### src/rtl/fp_norm_round_if.sv
// Handshake and payload bundle between the FP adder, the normalize/round stage and its consumer.
interface fp_norm_round_if;
  logic        in_valid;
  logic        in_ready;
  logic        in_sign;
  logic [7:0]  in_exp;
  logic [26:0] in_mant;
  logic        out_valid;
  logic        out_ready;
  logic [31:0] out_result;
  logic        out_overflow;
  logic        out_inexact;

  modport master (
    output in_valid, in_sign, in_exp, in_mant, out_ready,
    input  in_ready, out_valid, out_result, out_overflow, out_inexact
  );

  modport slave (
    input  in_valid, in_sign, in_exp, in_mant, out_ready,
    output in_ready, out_valid, out_result, out_overflow, out_inexact
  );
endinterface

### src/rtl/fp_norm_round.sv
// Multi-cycle normalize and round-to-nearest-even stage producing a binary32 word.
// One operation in flight; one bit of left shift per SHIFT cycle.
module fp_norm_round (
  input logic             clk,
  input logic             rst,
  fp_norm_round_if.slave  bus
);

  localparam int unsigned EXP_W  = 9;
  localparam int unsigned MANT_W = 27;
  localparam int unsigned SIG_W  = 25;

  typedef enum logic [1:0] {IDLE, SHIFT, ROUND, DONE} state_t;

  state_t              state;
  logic                sign;
  logic [EXP_W-1:0]    exp;
  logic [MANT_W-1:0]   mant;
  logic                out_valid;
  logic [31:0]         out_result;
  logic                out_overflow;
  logic                out_inexact;

  logic                lsb_c;
  logic                g_c;
  logic                s_c;
  logic                inc_c;
  logic                subnormal_c;
  logic [SIG_W-1:0]    m24_c;
  logic [EXP_W-1:0]    exp_r_c;
  logic [7:0]          exp_field_c;
  logic                ovf_c;

  // Rounding datapath, consumed only in ROUND
  always_comb begin
    lsb_c       = mant[2];
    g_c         = mant[1];
    s_c         = mant[0];
    inc_c       = g_c & (s_c | lsb_c);
    subnormal_c = ~mant[25];
    m24_c       = {1'b0, mant[25:2]} + SIG_W'(inc_c);
    exp_r_c     = m24_c[24] ? (exp + EXP_W'(1)) : exp;
    if (subnormal_c) begin
      exp_field_c = m24_c[23] ? 8'd1 : 8'd0;
    end else begin
      exp_field_c = exp_r_c[7:0];
    end
    ovf_c = ~subnormal_c & (exp_r_c >= EXP_W'(255));
  end

  always_ff @(posedge clk or posedge rst) begin
    if (rst) begin
      state        <= IDLE;
      sign         <= 1'b0;
      exp          <= '0;
      mant         <= '0;
      out_valid    <= 1'b0;
      out_result   <= 32'h0;
      out_overflow <= 1'b0;
      out_inexact  <= 1'b0;
    end else begin
      case (state)
        IDLE: begin
          if (bus.in_valid) begin
            sign <= bus.in_sign;
            exp  <= {1'b0, bus.in_exp};
            mant <= bus.in_mant;
            // Inf/NaN bypass the datapath untouched
            if (bus.in_exp == 8'hFF) begin
              out_result   <= {bus.in_sign, 8'hFF, bus.in_mant[24:2]};
              out_overflow <= 1'b0;
              out_inexact  <= 1'b0;
              out_valid    <= 1'b1;
              state        <= DONE;
            end else begin
              state <= SHIFT;
            end
          end
        end
        SHIFT: begin
          if (mant == '0) begin
            out_result   <= {sign, 31'h0};
            out_overflow <= 1'b0;
            out_inexact  <= 1'b0;
            out_valid    <= 1'b1;
            state        <= DONE;
          end else if (mant[26]) begin
            mant  <= {1'b0, mant[26:2], mant[1] | mant[0]};
            exp   <= exp + EXP_W'(1);
            state <= ROUND;
          end else if (!mant[25] && (exp > EXP_W'(1))) begin
            mant <= {mant[25:0], 1'b0};
            exp  <= exp - EXP_W'(1);
          end else begin
            state <= ROUND;
          end
        end
        ROUND: begin
          if (ovf_c) begin
            out_result   <= {sign, 8'hFF, 23'h0};
            out_overflow <= 1'b1;
          end else begin
            out_result   <= {sign, exp_field_c, m24_c[22:0]};
            out_overflow <= 1'b0;
          end
          out_inexact <= g_c | s_c;
          out_valid   <= 1'b1;
          state       <= DONE;
        end
        DONE: begin
          if (bus.out_ready) begin
            out_valid <= 1'b0;
            state     <= IDLE;
          end
        end
        default: state <= IDLE;
      endcase
    end
  end

  assign bus.in_ready     = (state == IDLE);
  assign bus.out_valid    = out_valid;
  assign bus.out_result   = out_result;
  assign bus.out_overflow = out_overflow;
  assign bus.out_inexact  = out_inexact;

endmodule
### src/flat_wrapper.sv
// flat-port wrapper written by rule: the top's interface ports become plain ports
module fp_norm_round_flat 
  (clk, rst, bus_in_valid, bus_in_sign, bus_in_exp, bus_in_mant, bus_out_ready, bus_in_ready, bus_out_valid, bus_out_result, bus_out_overflow, bus_out_inexact);
  fp_norm_round_if bus_i ();
  input logic clk;
  input logic rst;
  input wire logic [$bits(bus_i.in_valid)-1:0] bus_in_valid;
  input wire logic [$bits(bus_i.in_sign)-1:0] bus_in_sign;
  input wire logic [$bits(bus_i.in_exp)-1:0] bus_in_exp;
  input wire logic [$bits(bus_i.in_mant)-1:0] bus_in_mant;
  input wire logic [$bits(bus_i.out_ready)-1:0] bus_out_ready;
  output wire logic [$bits(bus_i.in_ready)-1:0] bus_in_ready;
  output wire logic [$bits(bus_i.out_valid)-1:0] bus_out_valid;
  output wire logic [$bits(bus_i.out_result)-1:0] bus_out_result;
  output wire logic [$bits(bus_i.out_overflow)-1:0] bus_out_overflow;
  output wire logic [$bits(bus_i.out_inexact)-1:0] bus_out_inexact;
  assign bus_i.in_valid = bus_in_valid;
  assign bus_i.in_sign = bus_in_sign;
  assign bus_i.in_exp = bus_in_exp;
  assign bus_i.in_mant = bus_in_mant;
  assign bus_i.out_ready = bus_out_ready;
  assign bus_in_ready = bus_i.in_ready;
  assign bus_out_valid = bus_i.out_valid;
  assign bus_out_result = bus_i.out_result;
  assign bus_out_overflow = bus_i.out_overflow;
  assign bus_out_inexact = bus_i.out_inexact;
  fp_norm_round u_core (.clk(clk), .rst(rst), .bus(bus_i));
endmodule
### config.mk
export PLATFORM = sky130hd
export DESIGN_NAME = fp_norm_round_flat
export DESIGN_NICKNAME = d
export VERILOG_FILES = /design/src/rtl/fp_norm_round_if.sv /design/src/rtl/fp_norm_round.sv /design/src/flat_wrapper.sv
export SDC_FILE = /design/constraint.sdc
export NUM_CORES = 1
export LEC_CHECK = 0
export CAP_MARGIN = 20
export CELL_PAD_IN_SITES_DETAIL_PLACEMENT = 2
export CELL_PAD_IN_SITES_GLOBAL_PLACEMENT = 2
export CORE_MARGIN = 1
export CORE_UTILIZATION = 30
export DETAILED_ROUTE_END_ITERATION = 8
export PLACE_DENSITY_LB_ADDON = 0.1
export SYNTH_ARGS = -nofsm -noshare
export SYNTH_HDL_FRONTEND = slang
export SYNTH_SLANG_ARGS = --single-unit
### constraint.sdc
create_clock -name clk -period 3.1 [get_ports clk]
set_clock_uncertainty 0.2 [all_clocks]
set_input_delay 0.62 -clock clk [delete_from_list [all_inputs] [get_ports clk]]
set_output_delay 0.62 -clock clk [all_outputs]
set_load 0.05 [all_outputs]
# Word level (Yosys, flattened, before mapping)
# Cells that the tools add are included.
[totals] input_bits=40 register_bits=74 out_inout_bits=36 word_cells=77
[op_classes] order_cmp=2 mux=36 n_eq_ne=11 n_bitwise=4 n_reduce_logical=12 addsub=3
[op_table] operator="$mux W27" n=4
[op_table] operator="$mux W32" n=3
[op_table] operator="$pmux W32 S3" n=1
[op_table] operator="$pmux W27 S2" n=1
[op_table] operator="$mux W9" n=5
[op_table] operator="$mux W31" n=1
[op_table] operator="$logic_not A27 Y1" n=1
[op_table] operator="$add A24 B1 Y25" n=1
[op_table] operator="$pmux W9 S2" n=1
[op_table] operator="$mux W2" n=6
[op_table] operator="$reduce_and A4 Y1" n=3
[op_table] operator="$add A9 B1 Y9 const B" n=1
[op_table] operator="$ge A9 B8 Y1 const B" n=1
[op_table] operator="$gt A9 B1 Y1 const B" n=1
[op_table] operator="$mux W1" n=9
[op_table] operator="$sub A9 B1 Y9 const B" n=1
[op_table] operator="$eq A8 B8 Y1 const B" n=1
[op_table] operator="$mux W8" n=1
[op_table] operator="$pmux W2 S4" n=1
[op_table] operator="$ne A2 B2 Y1 const B" n=3
[op_table] operator="$pmux W1 S3" n=2
[op_table] operator="$reduce_and A3 Y1" n=2
[op_table] operator="$eq A2 B2 Y1 const B" n=2
[op_table] operator="$ne A2 B1 Y1 const B" n=2
[op_table] operator="other kinds (12)" n=14

# Longest topological paths before layout
# Gate-level depths: netlist of the first run.
[depth] ltp_word=8 ltp_mapped=12 ltp_nobuf=10

# Least setup slack after synthesis of the first run
# No wires, ideal clock.
[synth_timing] path_type="reg2reg" start="register u_core.mant[2]" end="register u_core.out_result[15], in the netlist u_core.bus.out_result[15]" stages_incl_launch_ff=13 setup_ns=0.092 required_ns=2.808 synth_period_minus_slack_ns=2.966 n_path_buf=2 slack_ns=0.134 t_arrival_ns=2.674 cell_sequence="dfrtp_1 > nor2_1 > nor2_1 > ha_1 > ha_1 > nand3_2 > or4_1 > buf_6 > nor3_2 > xnor2_2 > nand2_2 > buf_4 > o31ai_2"
[synth_between] elab_chain_cells=8 elab_cells_between_ends=11 cone_classes="add/sub: 1; order compare: 1; eq/ne: 1; mux: 3; bitwise: 3; reduce/logical: 2"
[synth_rtl] item="start, declared" line="fp_norm_round.sv:18" text="logic [MANT_W-1:0] mant;"
[synth_rtl] item="start signal, assigned" line="fp_norm_round.sv:67" text="mant <= bus.in_mant;"
[synth_rtl] item="start signal, assigned" line="fp_norm_round.sv:88" text="mant <= {1'b0, mant[26:2], mant[1] | mant[0]};"
[synth_rtl] item="start signal, assigned" line="fp_norm_round.sv:92" text="mant <= {mant[25:0], 1'b0};"
[synth_rtl] item="$or A1 B1 Y1" line="fp_norm_round.sv:39" text="inc_c = g_c & (s_c | lsb_c);"
[synth_rtl] item="$and A1 B1 Y1" line="fp_norm_round.sv:39"
[synth_rtl] item="$add A24 B1 Y25" line="fp_norm_round.sv:41" text="m24_c = {1'b0, mant[25:2]} + SIG_W'(inc_c);"
[synth_rtl] item="$mux W9" line="fp_norm_round.sv:42" text="exp_r_c = m24_c[24] ? (exp + EXP_W'(1)) : exp;"
[synth_rtl] item="$ge A9 B8 Y1" line="fp_norm_round.sv:48" text="ovf_c = ~subnormal_c & (exp_r_c >= EXP_W'(255));"
[synth_rtl] item="$and A1 B1 Y1" line="fp_norm_round.sv:48"
[synth_rtl] item="$mux W31" line="fp_norm_round.sv:99" text="if (ovf_c) begin"
[synth_rtl] item="$pmux W32 S3" line="fp_norm_round.sv:62" text="case (state)"
[synth_rtl] item="end signal, assigned" line="fp_norm_round.sv:70" text="out_result <= {bus.in_sign, 8'hFF, bus.in_mant[24:2]};"
[synth_rtl] item="end signal, assigned" line="fp_norm_round.sv:100" text="out_result <= {sign, 8'hFF, 23'h0};"
[synth_rtl] item="end signal, assigned" line="fp_norm_round.sv:103" text="out_result <= {sign, exp_field_c, m24_c[22:0]};"
[synth_rtl] item="end, declared" line="fp_norm_round.sv:20" text="logic [31:0] out_result;"
# Several ways; a longest one is shown, not always the timed one.
# A chain may end at the register's enable or synchronous reset.

# Worst setup path in the final report of the first run
[layout_timing] start="register u_core.mant[2]" end="register u_core.out_result[12], in the netlist u_core.bus.out_result[12]"
# The elaborated chain is that of the path after synthesis.

==> results.toml, run 1 <==
[critical_path]
cp_slowest_stage_delay_ns = 0.55
cpMaxStageDelayCell = "or4_4"
critPathTopFamily = "compound AO/OA/AOI/OAI gates"
crit_buf_inv = 2
cp.arrival_ns = 3.10
regToRegSetupSlack_ns = 0.05
timing_worst_setup_path_type = "reg2reg"
worst_r2r_path_depth = 12
rr_endpoint = "u_core.bus.out_result[12]"
reg2reg_from = "u_core.mant[2]"
crit_path_end_kind = "flip-flop"
crit_required_ns = 3.15
startpoint_type = "flip-flop"
path_max_fanout = 16
crit_chain = "nor2_1 -> nor2_2 -> ha_2 -> ha_4 -> nand3_2 -> or4_4 -> buf_6 -> o21ai_2 -> a21bo_1 -> o211a_4 -> buf_12 -> o31ai_1"

[yosys]
syn_inst = 680
async_reset_ff_frac = 1.000
ys_top_cells_by_count = "nand2_1 (92), dfrtp_1 (74), nor2_1 (71)"
syn_area_sq_um = 5475
synth_compound_area_frac = 0.2697
synthFlopType = "dfrtp_1"
synthMostInstantiatedCell = "nand2_1"
ys_ff_latch = 74
synth_area_leaders = "dfrtp_1 (34%), nand2_1 (6.3%), o31ai_1 (5.1%)"
yosysSeqAreaShare = 0.3382
synth_edf_count = 0
yosysTopAreaCell = "dfrtp_1"
synth_top_area_share = 0.3382
yosysWarnings = 0
syn-num-nets = 730
synth_fa_ha_area_frac = 0.02285
synthXorXnorAreaFrac = 0.05576
ys_types = 62
syn_area_per_cell_sq_um = 8.052
synthSimpleGateAreaFrac = 0.2331
synth_top_family_by_area = "compound AO/OA/AOI/OAI gates"
synthMuxAreaShare = 0.007770

[global_routing]
antenna_found_initial = 0
grt-ovfl-total = 0
grt_pass1_vias = 6377
grt_usage = 0.2659
grt_pass1_wl_mm = 37.54
grt_max_degree = 75

[route]
dr_total_vias = 5786
routed_wl_mm = 23.88
first_iter_violations = 249
wl_met3_microns = 611
vias_per_cell = 5.833
drc = 0
drtAntennaViolNets = 0
maxUsedRoutingLayer = "met4"
wl_per_cell_microns = 24.07
wl_met2_mm = 12.04
first_pass_iters = 8
drt-met1-wl_mm = 10.68

[worst_hold_path]
holdPathStages = 1
min_to = "u_core.bus.out_result[28]"
hold_path_class = "reg2reg"
hold_start = "u_core.bus.out_result[28]"

[floorplanning]
rows = 49
dieArea_sq_um = 18800
start_util = 0.3058
core_sq_um = 17900
die_h_microns = 137.1
die_width_microns = 137.1
io_pins = 76

[place]
dpl.hpwl_mm = 16.46
place.gp.congestion = 0.8882
dpl_cell_area_sq_um = 6735
portBuffers = 75
post-place-ws_ns = -0.01820
dp_cells = 972

[clocking]
path_clk_slew_ns = 0.07
clock_latency_ns = 0.35
htreeDepth = 3
cts_buffers = 9
tritoncts = "yes"
holdBufCountCts = 0
clock_sinks = 74
clock_path_buffers = 2
cts-root-buf = "clkbuf_16"

[final_layout]
n_fill_cell = 1976
instances_no_fill = 992
finalCoreUtilization = 0.4044
fin_area_sq_um = 7239
finalNetCount = 808
area_growth_pct = 32.22
drive_gt1_frac = 0.1533
diodes = 0

[sta]
setup_viol_count_final = 0
worst_slack_ns = 0.05367
post-route-min-period_ns = 3.046
period_share = 0.9827
relSlewSlack = 0.6067
worst_pin_slew_ns = 0.5884
final_max_slew_viol_count = 0
max_freq_mhz = 328.3
hold_violations = 0

[pwr]
peakVddDrop_mv = 0.4976
p_leak_uw = 0.002794
design_power_total_uw = 9144
p_per_area_nw_per_um2 = 1263

[job]
cap_viol_max_count = 0

[status]
status = "completed"
## state kept, by name, summed over array words and instances (netlist names)
register,flops
u_core.bus.out_result,32
u_core.mant,27
u_core.exp,9
u_core.state,2
u_core.bus.out_inexact,1
u_core.bus.out_overflow,1
u_core.bus.out_valid,1
u_core.sign,1
## cell usage in the layout (no fill, tap or decap), types with 3 or more instances in the layout
cell type and n:
nand2_1 92, clkdlybuf4s50_1 75, dfrtp_1 74, nor2_1 69, buf_4 54, o31ai_1 36
o21ai_0 32, nand3_1 31, a31oi_1 30, xnor2_1 27, a21oi_1 19, inv_1 16
nor3_1 16, a222oi_1 16, nor4_1 11, o31ai_2 11, clkbuf_16 10, nand4_1 9
a211oi_1 8, a311oi_1 8, buf_12 8, nor4b_1 7, a21boi_0 7, ha_1 7
xor2_1 6, a211o_1 6, and3_1 5, and4_1 4, o211ai_1 4, nor2b_1 4
o21ai_1 4, bufinv_16 4, o21a_1 3
## worst max-delay path by stage
stage / startpoint / to / slack, ns / cells past startpoint
finish: u_core.mant[2] / u_core.bus.out_result[12] / 0.05 / 12
CTS: u_core.mant[1] / u_core.bus.out_result[13] / 0.0006 / 12
global route: u_core.mant[0] / u_core.bus.out_result[11] / -0.03 / 12
global placement: u_core.mant[1] / u_core.bus.out_result[12] / 0.07 / 12
floorplan: u_core.mant[2] / u_core.bus.out_result[15] / 0.13 / 12
detailed placement: u_core.mant[1] / u_core.bus.out_result[1] / -0.02 / 12
## layer usage
| metal | GRT usage | up-vias |
|---|---|---|
| met5 | 0 | - |
| met2 | 0.4596 | 109 |
| met1 | 0.3416 | 2995 |
| met4 | 0.09219 | 0 |
| met3 | 0.02852 | 33 |
| li1 | - | 2649 |
## kinds of logic (layout without fill, tap and decap cells)
logic type	Yosys count	count (layout)
multiplexers	4	4
flip-flops	74	74
buffers and inverters	90	173
adder cells (fa/ha/maj)	10	10
AND/OR/NAND/NOR	267	267
AO/OA/AOI/OAI	201	201
XOR/XNOR	34	34
## worst reg2reg max path: cells and delay by family, from the launching register on
kind | cells | cell delay, ns
buffers and inverters | 2 | 0.33
AND/OR/NAND/NOR | 4 | 0.84
AO/OA/AOI/OAI | 4 | 0.85
adder cells (fa/ha/maj) | 2 | 0.37
flip-flops | 1 | 0.37
## power breakdown
group          leakage [uW]  switching (uW)  total, uW  internal (uW)
Combinational       0.00170            3640       5760           2120
Clock              0.000180             477       1370            891
Sequential         0.000910             577       2020           1440
## through the flow
step | hold slack, ns | TNS [ns]
after floorplan | 0.2796 | 0
after global placement | 0.2716 | 0
after detailed placement | 0.2786 | -0.05075
after CTS | 0.2926 | 0
after global routing | 0.3006 | -0.1728
final | 0.2873 | 0
## layout make-up
cell class	instances	area, sq um	share of cell area
multi-input combinational	516	3313	0.4577
sequential	74	1852	0.2558
timing repair buffer	139	1353	0.1868
tap	229	286.5	0.03958
clock buffer	11	242.7	0.03353
clock inverter	5	125.1	0.01728
inverter	18	67.56	0.009333
## repair_timing
action                     4_1_cts  5_1_grt
pin swaps                        0        4
cloned                           0        1
setup endpoints to repair       24       54
gates resized for setup          1       16
buffers inserted                 3        0
No activity file was read; power rests on OpenSTA's default activity.
==> run 2, diff against run 1 <==
--- a/config.mk
+++ b/config.mk
@@ -8,6 +8,7 @@
 export CAP_MARGIN = 20
 export CELL_PAD_IN_SITES_DETAIL_PLACEMENT = 2
 export CELL_PAD_IN_SITES_GLOBAL_PLACEMENT = 2
+export CORE_ASPECT_RATIO = 1.4
 export CORE_MARGIN = 1
 export CORE_UTILIZATION = 30
 export DETAILED_ROUTE_END_ITERATION = 8
==> results.toml, run 2 (same netlist as run 1, synthesis figures left out) <==
[status]
status = "completed"

[final_layout]
top_register = "u_core.bus.out_result"
final_common_cell = "nand2_1"
fin_area_sq_um = 7141
diodes = 0
area_growth_pct = 30.42
largest_register_ffs = 32
finalNetCount = 812
mostFrequentLayoutCells = "nand2_1 (92), clkdlybuf4s50_1 (75), dfrtp_1 (74), nor2_1 (71), buf_4 (61)"
drive_gt1_frac = 0.1512
reg.largest.list = "u_core.bus.out_result (32), u_core.mant (27), u_core.exp (9)"

[critical_path]
crit_required_ns = 3.15
reg2reg_from = "u_core.mant[0]"
regToRegSetupSlack_ns = 0.19
path_max_fanout = 16
worst_r2r_path_depth = 12
rr_endpoint = "u_core.bus.out_result[13]"
timing_worst_setup_path_type = "reg2reg"
startpoint_type = "flip-flop"
crit_path_end_kind = "flip-flop"
cp.arrival_ns = 2.96

[floorplanning]
die_h_microns = 161.8
core_sq_um = 17920
io_pins = 76
die_width_microns = 116.2
rows = 58
dieArea_sq_um = 18800
start_util = 0.3055

[worst_hold_path]
min_to = "u_core.bus.out_inexact"
hold_start = "u_core.bus.out_inexact"
hold_path_class = "reg2reg"
holdPathStages = 2

[clocking]
cts_buffers = 9
tritoncts = "yes"
clock_latency_ns = 0.35
clock_sinks = 74
cts-root-buf = "clkbuf_16"
postCtsSetupBuffers = 0
htreeDepth = 3
clock_path_buffers = 2
holdBufCountCts = 0
path_clk_slew_ns = 0.06

[route]
first_iter_violations = 361
first_pass_iters = 7
routed_wl_mm = 22.84
drtAntennaViolNets = 0
vias_per_cell = 5.714
wl_per_cell_microns = 22.68
dr_total_vias = 5754
drc = 0

[place]
dpl.hpwl_mm = 16.58
portBuffers = 75
dpl_cell_area_sq_um = 6808
place.gp.congestion = 0.8581

[global_routing]
grt-ovfl-total = 0
grt_pass1_wl_mm = 36.18
grt_usage = 0.2552
antenna_found_initial = 0
grt_pass1_vias = 6530
grt_max_degree = 75

[pwr]
p_clk_frac = 0.125
p_sw_uw = 4600
p_per_area_nw_per_um2 = 1231
combPwrFrac = 0.650
p_leak_uw = 0.002742
sw_frac_of_total = 0.5232
p_int_uw = 4191
design_power_total_uw = 8791
peakVddDrop_mv = 0.4605
seqPwrFrac = 0.224

[sta]
final_max_slew_viol_count = 0
max_freq_mhz = 343.5
relSlewSlack = 0.6237
post-route-min-period_ns = 2.911
setup_viol_count_final = 0
worst_pin_slew_ns = 0.5593
period_share = 0.9391
hold_violations = 0
rsz0062_at_grt = "true"

[job]
cap_viol_max_count = 0
## run 2: power groups by stage
| stage | sequential (uW) | combinational (uW) | clock [uW] |
|---|---|---|---|
| global route | 2030 | 6210 | 1160 |
| floorplan | 2340 | 3210 | 0 |
| global placement | 1960 | 5530 | 0 |
| finish | 1970 | 5720 | 1100 |
| detailed placement | 1980 | 5720 | 0 |
| CTS | 1970 | 5750 | 1130 |
## run 2: critical path, stage by stage, from the launching register on
cell and delay, ns:
dfrtp_1 0.36, nor2_1 0.06, nor2_1 0.10, ha_1 0.18, ha_2 0.19, nand3_2 0.09
or4_4 0.59, buf_4 0.18, nor4_2 0.20, o21ai_1 0.10, o211a_4 0.16, buf_12 0.16
o31ai_1 0.24
## run 2: worst max-delay path by stage
stage,from,end,slack [ns],cells after the start
floorplan,u_core.mant[2],u_core.bus.out_result[15],0.13,12
global placement,bus_in_exp[3],u_core.bus.out_result[1],0.11,8
CTS,u_core.mant[1],u_core.bus.out_result[12],0.04,12
finish,u_core.mant[0],u_core.bus.out_result[13],0.19,12
global route,u_core.mant[1],u_core.bus.out_result[10],-0.01,12
detailed placement,bus_in_exp[6],u_core.bus.out_result[12],-0.02,8
## run 2: layout make-up
cell class,instances,area [sq um]
Inverter,18,67.56
Sequential cell,74,1852
Multi-Input combinational cell,516,3274
Tap cell,240,300.3
Clock inverter,4,51.30
Timing Repair Buffer,143,1349
Fill cell,2065,10780
Clock buffer,12,246.5
## run 2: per-stage QoR
stage,hold slack (ns),worst slack [ns],utilization,std cells,setup TNS (ns)
after detailed placement,0.2798,-0.01540,0.3798,991,-0.01540
after global routing,0.3208,-0.01072,0.3984,1007,-0.02396
after CTS,0.2940,0.04035,0.3968,1007,0
final,0.2925,0.1888,0.3984,1007,0
after floorplan,0.2796,0.1339,-,680,0
after global placement,0.2691,0.1143,0.3798,991,0
## run 2: per-layer routing
| metal | share of wire | routed length (microns) | GRT usage |
|---|---|---|---|
| met5 | 0 | 0 | 0 |
| met4 | 0.033 | 761 | 0.1166 |
| met3 | 0.026 | 602 | 0.03172 |
| met2 | 0.54 | 12260 | 0.4683 |
| met1 | 0.40 | 9214 | 0.2881 |
## run 2: repair_timing
| action | CTS | global route |
|---|---|---|
| setup endpoints to repair | 1 | 23 |
| pin swaps | 0 | 1 |
| resized for setup | 2 | 6 |
